[src/rtl/dcache_pkg.sv]
// Shared geometry, FSM state encoding and byte helpers for the direct-mapped write-back data cache.
package dcache_pkg;

    localparam int TAG_W      = 3;
    localparam int INDEX_W    = 3;
    localparam int OFFSET_W   = 2;
    localparam int NUM_LINES  = 8;
    localparam int BLOCK_W    = 32;
    localparam int MEM_ADDR_W = TAG_W + INDEX_W;
    localparam int STAT_W     = 16;

    typedef enum logic [1:0] {
        IDLE,
        WRITEBACK,
        FETCH,
        UPDATE
    } state_t;

    function automatic logic [7:0] select_byte(input logic [BLOCK_W-1:0] blk,
                                               input logic [OFFSET_W-1:0] off);
        return blk[{off, 3'b000} +: 8];
    endfunction

    function automatic logic [STAT_W-1:0] sat_inc(input logic [STAT_W-1:0] val);
        return (val == {STAT_W{1'b1}}) ? val : val + 1'b1;
    endfunction

endpackage

[src/rtl/dcache_fsm.sv]
// Miss-handling controller: sequences write-back and refill against main memory
// and owns every memory-side output.
module dcache_fsm
    import dcache_pkg::*;
(
    input  logic                  i_clk,
    input  logic                  i_rst_n,
    input  logic                  i_req,
    input  logic                  i_miss,
    input  logic                  i_victim_dirty,
    input  logic [TAG_W-1:0]      i_victim_tag,
    input  logic [TAG_W-1:0]      i_req_tag,
    input  logic [INDEX_W-1:0]    i_index,
    input  logic [BLOCK_W-1:0]    i_victim_block,
    input  logic                  i_mem_busywait,
    output logic                  o_idle,
    output logic                  o_update,
    output logic                  o_mem_read,
    output logic                  o_mem_write,
    output logic [MEM_ADDR_W-1:0] o_mem_address,
    output logic [BLOCK_W-1:0]    o_mem_writedata
);

    state_t r_state;

    assign o_idle   = (r_state == IDLE);
    assign o_update = (r_state == UPDATE);

    // Memory strobes are registered, so a transfer state has always driven its
    // strobe for a full cycle before the first edge that can end it.
    always_ff @(posedge i_clk or negedge i_rst_n) begin
        if (!i_rst_n) begin
            r_state         <= IDLE;
            o_mem_read      <= 1'b0;
            o_mem_write     <= 1'b0;
            o_mem_address   <= '0;
            o_mem_writedata <= '0;
        end else begin
            case (r_state)
                IDLE: begin
                    if (i_miss) begin
                        if (i_victim_dirty) begin
                            r_state         <= WRITEBACK;
                            o_mem_write     <= 1'b1;
                            o_mem_address   <= {i_victim_tag, i_index};
                            o_mem_writedata <= i_victim_block;
                        end else begin
                            r_state       <= FETCH;
                            o_mem_read    <= 1'b1;
                            o_mem_address <= {i_req_tag, i_index};
                        end
                    end
                end
                WRITEBACK: begin
                    if (!i_mem_busywait) begin
                        o_mem_write <= 1'b0;
                        if (i_req) begin
                            r_state       <= FETCH;
                            o_mem_read    <= 1'b1;
                            o_mem_address <= {i_req_tag, i_index};
                        end else begin
                            r_state <= IDLE;
                        end
                    end
                end
                FETCH: begin
                    // A withdrawn request drops the refill rather than installing
                    // a block under a tag the CPU is no longer presenting.
                    if (!i_mem_busywait) begin
                        o_mem_read <= 1'b0;
                        r_state    <= i_req ? UPDATE : IDLE;
                    end
                end
                UPDATE: begin
                    r_state <= IDLE;
                end
                default: begin
                    r_state     <= IDLE;
                    o_mem_read  <= 1'b0;
                    o_mem_write <= 1'b0;
                end
            endcase
        end
    end

endmodule

[src/rtl/data_cache.sv]
// 8-line direct-mapped write-back data cache with 4-byte blocks.
// Define DCACHE_STATS_EN to add saturating HIT_COUNT / MISS_COUNT outputs.
module data_cache
    import dcache_pkg::*;
(
    input  logic        CLK,
    input  logic        RESET,
    input  logic        READ,
    input  logic        WRITE,
    input  logic [7:0]  ADDRESS,
    input  logic [7:0]  WRITEDATA,
    output logic [7:0]  READDATA,
    output logic        BUSYWAIT,
    output logic        MEM_READ,
    output logic        MEM_WRITE,
    output logic [5:0]  MEM_ADDRESS,
    output logic [31:0] MEM_WRITEDATA,
    input  logic [31:0] MEM_READDATA,
    input  logic        MEM_BUSYWAIT
`ifdef DCACHE_STATS_EN
    ,
    output logic [15:0] HIT_COUNT,
    output logic [15:0] MISS_COUNT
`endif
);

    logic [BLOCK_W-1:0]   r_data [NUM_LINES];
    logic [TAG_W-1:0]     r_tag  [NUM_LINES];
    logic [NUM_LINES-1:0] r_valid;
    logic [NUM_LINES-1:0] r_dirty;

    logic [TAG_W-1:0]    w_tag;
    logic [INDEX_W-1:0]  w_index;
    logic [OFFSET_W-1:0] w_offset;
    logic                w_req;
    logic                w_hit;
    logic                w_miss;
    logic                w_idle;
    logic                w_update;
    logic                w_write_hit;

    assign w_tag    = ADDRESS[7:5];
    assign w_index  = ADDRESS[4:2];
    assign w_offset = ADDRESS[1:0];
    assign w_req    = READ | WRITE;
    assign w_hit    = r_valid[w_index] && (r_tag[w_index] == w_tag);
    assign w_miss   = w_req && !w_hit;

    // A simultaneous READ and WRITE is a store; the load path still shows the old byte.
    assign w_write_hit = WRITE && w_hit && w_idle;

    // Gating with RESET keeps the stall low while the arrays are held invalid.
    assign BUSYWAIT = RESET && w_miss;
    assign READDATA = (READ && w_hit) ? select_byte(r_data[w_index], w_offset) : 8'h00;

    dcache_fsm u_fsm (
        .i_clk           (CLK),
        .i_rst_n         (RESET),
        .i_req           (w_req),
        .i_miss          (w_miss),
        .i_victim_dirty  (r_valid[w_index] && r_dirty[w_index]),
        .i_victim_tag    (r_tag[w_index]),
        .i_req_tag       (w_tag),
        .i_index         (w_index),
        .i_victim_block  (r_data[w_index]),
        .i_mem_busywait  (MEM_BUSYWAIT),
        .o_idle          (w_idle),
        .o_update        (w_update),
        .o_mem_read      (MEM_READ),
        .o_mem_write     (MEM_WRITE),
        .o_mem_address   (MEM_ADDRESS),
        .o_mem_writedata (MEM_WRITEDATA)
    );

    always_ff @(posedge CLK or negedge RESET) begin
        if (!RESET) begin
            r_valid <= '0;
            r_dirty <= '0;
        end else if (w_update) begin
            r_valid[w_index] <= 1'b1;
            r_dirty[w_index] <= 1'b0;
        end else if (w_write_hit) begin
            r_dirty[w_index] <= 1'b1;
        end
    end

    // Payload arrays carry no reset; valid bits alone decide whether they matter.
    always_ff @(posedge CLK) begin
        if (w_update) begin
            r_data[w_index] <= MEM_READDATA;
            r_tag[w_index]  <= w_tag;
        end else if (w_write_hit) begin
            r_data[w_index][{w_offset, 3'b000} +: 8] <= WRITEDATA;
        end
    end

`ifdef DCACHE_STATS_EN
    logic              r_missed;
    logic [STAT_W-1:0] r_hit_count;
    logic [STAT_W-1:0] r_miss_count;

    // r_missed stops the hit that finally serves a missed request from counting as a hit.
    always_ff @(posedge CLK or negedge RESET) begin
        if (!RESET) begin
            r_missed     <= 1'b0;
            r_hit_count  <= '0;
            r_miss_count <= '0;
        end else if (w_idle) begin
            if (w_miss) begin
                r_miss_count <= sat_inc(r_miss_count);
                r_missed     <= 1'b1;
            end else if (w_req) begin
                if (!r_missed) begin
                    r_hit_count <= sat_inc(r_hit_count);
                end
                r_missed <= 1'b0;
            end else begin
                r_missed <= 1'b0;
            end
        end
    end

    assign HIT_COUNT  = r_hit_count;
    assign MISS_COUNT = r_miss_count;
`endif

endmodule

[config.mk]
export PLATFORM = sky130hd
export DESIGN_NAME = data_cache
export DESIGN_NICKNAME = d
export VERILOG_FILES = /design/src/rtl/dcache_pkg.sv /design/src/rtl/dcache_fsm.sv /design/src/rtl/data_cache.sv
export SDC_FILE = /design/constraint.sdc
export NUM_CORES = 1
export LEC_CHECK = 0
export BUFFER_PORTS_ARGS = -buffer_cell sky130_fd_sc_hd__buf_2
export CAP_MARGIN = 20
export CORE_ASPECT_RATIO = 1.25
export CORE_MARGIN = 2
export CORE_UTILIZATION = 58
export CTS_CLUSTER_SIZE = 30
export DETAILED_ROUTE_END_ITERATION = 8
export GPL_TIMING_DRIVEN = 1
export PLACE_DENSITY = 0.85
export SYNTH_ARGS = -nofsm -noshare
export SYNTH_HDL_FRONTEND = slang
export SYNTH_SLANG_ARGS = --single-unit
[constraint.sdc]
create_clock -name CLK -period 3.7 [get_ports CLK]
set_input_delay 0.185 -clock CLK [delete_from_list [all_inputs] [get_ports CLK]]
set_output_delay 0.185 -clock CLK [all_outputs]
set_load 0.05 [all_outputs]
=== Yosys cells after proc, flatten, opt, wreduce, memory -nomap -nowiden ===
Memories as Yosys holds them, arrays and structs flattened.
Index checks and enable logic that the tools add are counted.

* Add/subtract/negate cells: 1
* Reductions and logical operators: 18
* Equality and inequality tests: 10
* Shifts and indexed selects: 3
* Mux-type cells: 67
* Bitwise gates (word level): 37
* Order comparisons: 2

{| class="wikitable"
|+ Operators with widths
! operator !! number
|-
| $mux W1 || 46
|-
| $or A1 B1 Y1 || 33
|-
| $mux W32 || 1
|-
| $shift A8 B7 Y32 const A || 1
|-
| $shiftx A32 B6 Y8 || 1
|-
| $shiftx A8 B7 Y32 || 1
|-
| $mux W6 || 4
|-
| $mux W8 || 3
|-
| $or A8 B8 Y8 || 2
|-
| $mux W2 || 6
|-
| $pmux W6 S2 || 1
|-
| $and A8 B8 Y8 || 1
|-
| $logic_and A1 B1 Y1 || 8
|-
| $ne A2 B2 Y1 const B || 4
|-
| $not A8 Y8 || 1
|-
| $pmux W2 S4 || 1
|-
| $reduce_and A4 Y1 || 2
|-
| $neg A5 Y7 || 1
|-
| $bmux W1 S3 || 2
|-
| $reduce_and A3 Y1 || 2
|-
| $reduce_and A6 Y1 || 1
|-
| $eq A2 B2 Y1 const B || 2
|-
| $lt A3 B4 Y1 const B || 1
|-
| $ne A2 B1 Y1 const B || 2
|-
| 10 further kinds || 11
|}

* RAM bits: 280
* Register bits: 58
* Word-level logic and storage cells: 147
* Output and inout bits: 49
* Memories kept: 2
* Input bits: 53

{| class="wikitable"
|+ Memories
! memory !! words !! bits a word !! read ports !! clocked after memory_dff !! wr ports !! line !! text
|-
| r_data || 8 || 32 || 1 || 0 || 1 || data_cache.sv:27 || <nowiki>logic [BLOCK_W-1:0] r_data [NUM_LINES];</nowiki>
|-
| r_tag || 8 || 3 || 1 || 0 || 1 || data_cache.sv:28 || <nowiki>logic [TAG_W-1:0] r_tag [NUM_LINES];</nowiki>
|}

=== Longest topological paths before layout ===
* Depth after elaboration: 9
* Mapped depth: 12

=== Cells and area by module ===
Synthesis repeated with hierarchy kept, for this count alone.

* Cells, all modules: 941
* Area total of the unflattened synthesis: 14482.6 µm²

{| class="wikitable"
|+ By module, submodules not included
! module !! area an instance (µm²) !! instances !! cells each !! seq. area each (µm²)
|-
| data_cache || 12789.8 || 1 || 828 || 8808.4
|-
| dcache_fsm || 1692.9 || 1 || 113 || 1051.0
|}

=== Worst setup path after synthesis ===
OpenSTA, ideal clock, no wires.

* Kind: register -> register
* Start point: mem r_tag[6][2]
* End point: mem r_data[0][0], enable pin
* Slack: 0.982 ns
* Data arrival time: 2.342 ns
* Cell stages (with the launch flop): 10
* Library setup time: 0.375 ns
* Path buffers: 2
* Cells stage by stage: edfxtp_1 > mux2_4 > a221oi_2 > o22ai_1 > xnor2_1 > and3_2 > buf_12 > nand4_4 > buf_6 > a21oi_1

* Longest elaborated chain between the ends: 9

{| class="wikitable"
|+ Ends and longest elaborated chain
! what !! line !! text
|-
| from (decl) || data_cache.sv:28 ||
|-
| $mem_v2 Z8 W3 || -- ||
|-
| $eq A3 B3 Y1 || data_cache.sv:46 || <nowiki>assign w_hit = r_valid[w_index] && (r_tag[w_index] == w_tag);</nowiki>
|-
| $logic_and A1 B1 Y1 || data_cache.sv:46 ||
|-
| $logic_and A1 B1 Y1 (2 in series) || data_cache.sv:50 || <nowiki>assign w_write_hit = WRITE && w_hit && w_idle;</nowiki>
|-
| $mux W1 || data_cache.sv:92 || <nowiki>end else if (w_write_hit) begin</nowiki>
|-
| $mux W1 || data_cache.sv:89 || <nowiki>if (w_update) begin</nowiki>
|-
| $mux W32 (implied by the code) || data_cache.sv:93 || <nowiki>r_data[w_index][{w_offset, 3'b000} +: 8] <= WRITEDATA;</nowiki>
|-
| $or A1 B1 Y1 (no source line) || -- ||
|-
| to (decl) || data_cache.sv:27 ||
|}

Every way passes these cells.

=== Worst setup path in the final report ===
* Start point: mem r_tag[6][2]
* End point: out READDATA[4]

* Longest elaborated chain between the ends: 5

{| class="wikitable"
|+ Ends and longest elaborated chain
! what !! line !! text
|-
| $mem_v2 Z8 W3 || -- ||
|-
| $eq A3 B3 Y1 || data_cache.sv:46 ||
|-
| $logic_and A1 B1 Y1 || data_cache.sv:46 ||
|-
| $logic_and A1 B1 Y1 || data_cache.sv:54 || <nowiki>assign READDATA = (READ && w_hit) ? select_byte(r_data[w_index], w_offset) : 8'h00;</nowiki>
|-
| $mux W8 || data_cache.sv:54 ||
|-
| to (decl) || data_cache.sv:12 || <nowiki>output logic [7:0] READDATA,</nowiki>
|}

Every way passes these cells.

==> impl_metrics.prom <==
# TYPE chip_impl_metric gauge
chip_impl_metric{name="grt-ovfl-total",unit=""} 0
chip_impl_metric{name="pwr-share-comb",unit=""} 0.170
chip_impl_metric{name="power.share.switching",unit=""} 0.275
chip_impl_info{name="family_with_the_most_delay_on_the_worst_path",value="simple AND/OR/NAND/NOR gates"} 1
chip_impl_metric{name="hpwl_reported_at_the_end_of_detailed_placement",unit="µm"} 24600
chip_impl_metric{name="setup-violations-final",unit=""} 0
chip_impl_metric{name="num_vias",unit=""} 9045
chip_impl_metric{name="floorplan.die_area",unit="µm²"} 25800
chip_impl_metric{name="drtPass1Iterations",unit=""} 6
chip_impl_metric{name="synth_compound_gate_area_share",unit=""} 0.0785
chip_impl_info{name="timing.rr.start",value="r_tag[6][2]"} 1
chip_impl_metric{name="vias_in_the_first_global_route",unit=""} 9005
chip_impl_metric{name="layout-drive-gt1-share",unit=""} 0.293
chip_impl_metric{name="synth-xor-area-share",unit=""} 0.00185
chip_impl_metric{name="final.hold.worst_slack",unit="ns"} 0.108
chip_impl_metric{name="detailedRoute.firstIterationViolations",unit=""} 1101
chip_impl_metric{name="dp.cells",unit=""} 1347
chip_impl_metric{name="grt_antenna_before_repair",unit=""} 0
chip_impl_metric{name="pwr-share-clk",unit=""} 0.351
chip_impl_metric{name="clk_pin_slew_worst_paths",unit="ns"} 0.06
chip_impl_info{name="top_cell_type_by_total_area_after_synthesis",value="sky130_fd_sc_hd__edfxtp_1"} 1
chip_impl_metric{name="cts_made_buffers",unit=""} 31
chip_impl_metric{name="htree_levels",unit=""} 1
chip_impl_metric{name="final.fill_count",unit=""} 1518
chip_impl_metric{name="synthArstFlopShare",unit=""} 0.172
chip_impl_metric{name="antennaDiodeCount",unit=""} 0
chip_impl_metric{name="relSlewSlack",unit=""} 0.406
chip_impl_metric{name="power-per-cell-area",unit="nW/µm²"} 575
chip_impl_metric{name="synth_fp_nets",unit=""} 957
chip_impl_info{name="yosys-top-cells-count",value="sky130_fd_sc_hd__edfxtp_1 (280), sky130_fd_sc_hd__a21oi_1 (78), sky130_fd_sc_hd__nor2_1 (68), sky130_fd_sc_hd__mux2i_1 (67), sky130_fd_sc_hd__dfrtp_1 (58)"} 1
chip_impl_info{name="combinational_family_with_the_most_area_after_synthesis",value="multiplexers"} 1
chip_impl_info{name="status",value="finished clean"} 1
chip_impl_info{name="rsz0062_at_grt",value="no"} 1
chip_impl_metric{name="fin_crit_sh",unit=""} 0.926
chip_impl_metric{name="max-clock-path-buffers",unit=""} 3
chip_impl_info{name="worst_min_delay_path_class",value="in -> reg"} 1
chip_impl_metric{name="yosys_warnings",unit=""} 0
chip_impl_metric{name="detailroute.wirelength.met2",unit="µm"} 17900
chip_impl_metric{name="synth.mux.area_fraction",unit=""} 0.138
chip_impl_metric{name="synth.lib_cells_used.distinct",unit=""} 53
chip_impl_metric{name="pwr-share-seq",unit=""} 0.479
chip_impl_metric{name="vias_per_cell",unit=""} 6.42
chip_impl_metric{name="post_synth_fa_ha_maj_area_fraction",unit=""} 0.00440
chip_impl_metric{name="max_slew.worst_pin.slew",unit="ns"} 0.889
chip_impl_metric{name="area.growth.synth_to_final",unit="%"} 16.0
chip_impl_metric{name="hold_viol_final",unit=""} 0
chip_impl_metric{name="dieHeight",unit="µm"} 179
chip_impl_metric{name="regArea",unit="µm²"} 9860
chip_impl_metric{name="num-nets-final",unit=""} 1113
chip_impl_info{name="hp-start",value="READ"} 1
chip_impl_metric{name="antenna_left",unit=""} 0
chip_impl_metric{name="internal_power",unit="W"} 0.00688
chip_impl_metric{name="clock.fmax",unit="MHz"} 292
chip_impl_info{name="critPathLaunch",value="r_tag[6][2]"} 1
chip_impl_info{name="clk_root_buffer_cell",value="sky130_fd_sc_hd__clkbuf_16"} 1
chip_impl_metric{name="buffer_ports.inserted",unit=""} 101
chip_impl_metric{name="cp_data_arrival_time",unit="ns"} 3.24
chip_impl_metric{name="total_leakage_power",unit="nW"} 6.36
chip_impl_metric{name="ys_seq_area_frac",unit=""} 0.693
chip_impl_metric{name="io-pin-count",unit=""} 102
chip_impl_info{name="highest-signal-layer",value="met4"} 1
chip_impl_info{name="path_cells",value="mux2_4 -> a221oi_2 -> o22ai_1 -> xnor2_1 -> and3_4 -> nand3b_1 -> nor2_1 -> buf_2"} 1
chip_impl_metric{name="synthCells",unit=""} 899
chip_impl_info{name="ys.flop_type",value="sky130_fd_sc_hd__edfxtp_1"} 1
chip_impl_metric{name="multi_input_comb_area",unit="µm²"} 3930
chip_impl_metric{name="detail_route.wirelength",unit="µm"} 36900
chip_impl_metric{name="synth_seq_cells",unit=""} 338
chip_impl_metric{name="wire_length_of_the_first_global_routing_pass",unit="µm"} 54100
chip_impl_metric{name="path_buf_inv",unit=""} 1
chip_impl_info{name="tritoncts",value="done"} 1
chip_impl_metric{name="final_cell_area",unit="µm²"} 16500
chip_impl_metric{name="globalplace.congestion",unit=""} 0.907
chip_impl_metric{name="synth-edff-count",unit=""} 280
chip_impl_metric{name="required",unit="ns"} 3.51
chip_impl_metric{name="final.setup_skew",unit="ns"} 0.0107
chip_impl_metric{name="irDropWorstVdd",unit="mV"} 0.366
chip_impl_metric{name="rows",unit=""} 64
chip_impl_metric{name="synth_top_area_frac",unit=""} 0.591
chip_impl_metric{name="setup_total_negative_slack",unit="ns"} 0
chip_impl_metric{name="syn_area",unit="µm²"} 14200
chip_impl_metric{name="crit_fanout",unit=""} 9
chip_impl_metric{name="die_w",unit="µm"} 144
chip_impl_info{name="kind_of_critical_path",value="reg -> out"} 1
chip_impl_metric{name="global_route.usage.total",unit=""} 0.291
chip_impl_info{name="synth_top_cells_by_area",value="sky130_fd_sc_hd__edfxtp_1 (59%), sky130_fd_sc_hd__dfrtp_1 (10%), sky130_fd_sc_hd__mux4_2 (7.0%), sky130_fd_sc_hd__mux2i_1 (4.7%), sky130_fd_sc_hd__a21oi_1 (2.7%)"} 1
chip_impl_metric{name="routedWlPerCell",unit="µm"} 26.2
chip_impl_metric{name="slew_violations",unit=""} 0
chip_impl_metric{name="final-instance-count-excl-fill",unit=""} 1409
chip_impl_info{name="critPathCaptureType",value="primary output"} 1
chip_impl_metric{name="maxCapViolCount",unit=""} 0
chip_impl_metric{name="clock_sinks",unit=""} 338
chip_impl_metric{name="grt_max_degree",unit=""} 67
chip_impl_metric{name="met1Wirelength",unit="µm"} 12600
chip_impl_metric{name="start_util",unit=""} 0.586
chip_impl_metric{name="synthesized_area_fraction_occupied_by_and_or_nand_nor_cells",unit=""} 0.0526
chip_impl_metric{name="clock_latency",unit="ns"} 0.56
chip_impl_metric{name="core_area",unit="µm²"} 24300
chip_impl_metric{name="cp_slowest_stage_delay",unit="ns"} 0.40
chip_impl_info{name="synthMostInstantiatedCell",value="sky130_fd_sc_hd__edfxtp_1"} 1
chip_impl_metric{name="drcViolationCount",unit=""} 0
chip_impl_metric{name="routed-wl-met3",unit="µm"} 4310
chip_impl_metric{name="p_sw",unit="W"} 0.00261
chip_impl_metric{name="total_placed_instance_area",unit="µm²"} 15400
chip_impl_metric{name="synth.avg_cell_area",unit="µm²"} 15.8
chip_impl_info{name="cpMaxStageDelayCell",value="sky130_fd_sc_hd__and3_4"} 1
chip_impl_info{name="start_kind",value="flop"} 1
chip_impl_metric{name="period_needed",unit="ns"} 3.43
==> path summary, 6_finish.rpt <==
kind | endpoint | slack (ns) | cells past startpoint
worst max-delay path | READDATA[4] | 0.27 | 8
worst min register to register | r_valid[6] | 0.47 | 1
worst min-delay path | u_fsm.r_state[1] | 0.11 | 5
min in group asynchronous | u_fsm.o_mem_address[1] | 0.33 | 3
worst max register to register | r_data[1][16] | 0.56 | 7
max in group asynchronous | u_fsm.o_mem_writedata[19] | 2.89 | 3
==> repair_timing <==
item	in CTS	in global routing
hold buffers	5	0
endpoints found under the setup margin	0	2
setup buffers	0	0
hold endpoints to repair	83	0
resized for setup	0	1
==> worst min-delay path: cells and delay by family <==
family	cells	cell delay (ns)
AO/OA/AOI/OAI	4	0.32
buffers and inverters	1	0.12
==> per-layer routing <==
metal,GRT usage,up-vias
li1,-,3781
met1,0.366,4402
met2,0.486,699
met5,0,-
met3,0.0577,163
met4,0.144,0
==> cell type report <==
type / instances / share of cell area
sequential: 338 / 0.598
multi-input combinational: 472 / 0.238
timing repair buffer: 174 / 0.0655
clock buffer: 38 / 0.0510
tap: 330 / 0.0250
clock inverter: 19 / 0.0140
inverter: 38 / 0.00864
==> power groups by stage <==
stage	logic, W	clock network (W)	registers, W
3_5_place_dp	0.00157	0	0.00462
3_3_place_gp	0.00153	0	0.00460
4_1_cts	0.00159	0.00335	0.00454
2_1_floorplan	0.000736	0	0.00493
6_report	0.00161	0.00333	0.00455
5_1_grt	0.00170	0.00349	0.00457
==> kinds of logic (layout without fill, tap and decap cells) <==
| kind of cell | after synthesis | count (layout) |
|---|---|---|
| xor gates and xnor gates | 3 | 3 |
| and+or+nand+nor | 155 | 155 |
| adders and majority gates | 5 | 5 |
| muxes | 137 | 137 |
| AOI/OAI and AO/OA | 172 | 172 |
| DFF | 338 | 338 |
| buffers and inverters | 89 | 269 |
==> through the flow <==
| step | total power, W | utilization | worst slack, ns |
|---|---|---|---|
| 2_1_floorplan | 0.00566 | - | 0.982 |
| 3_3_place_gp | 0.00614 | 0.634 | 0.341 |
| 3_5_place_dp | 0.00619 | 0.634 | 0.265 |
| 4_1_cts | 0.00948 | 0.680 | 0.211 |
| 5_1_grt | 0.00976 | 0.680 | 0.124 |
| 6_report | 0.00949 | 0.680 | 0.274 |
==> sequential cells by signal, indices dropped and copies added, names as in the netlist, named ones only <==
name and count:
r_valid 8, r_tag 24, r_data 256, u_fsm.o_mem_write 1, u_fsm.o_mem_address 6, u_fsm.o_mem_writedata 32
u_fsm.r_state 2, u_fsm.o_mem_read 1
==> placed cells by master (no fill, tap or decap), drive strengths merged, types with 38 or more instances in the layout <==
| cell type | instances |
|---|---|
| a21oi | 79 |
| buf | 169 |
| clkbuf | 38 |
| dfrtp | 58 |
| edfxtp | 280 |
| inv | 41 |
| mux2i | 67 |
| mux4 | 44 |
| nand2 | 47 |
| nor2 | 70 |
No activity file was read; power rests on OpenSTA's default activity.
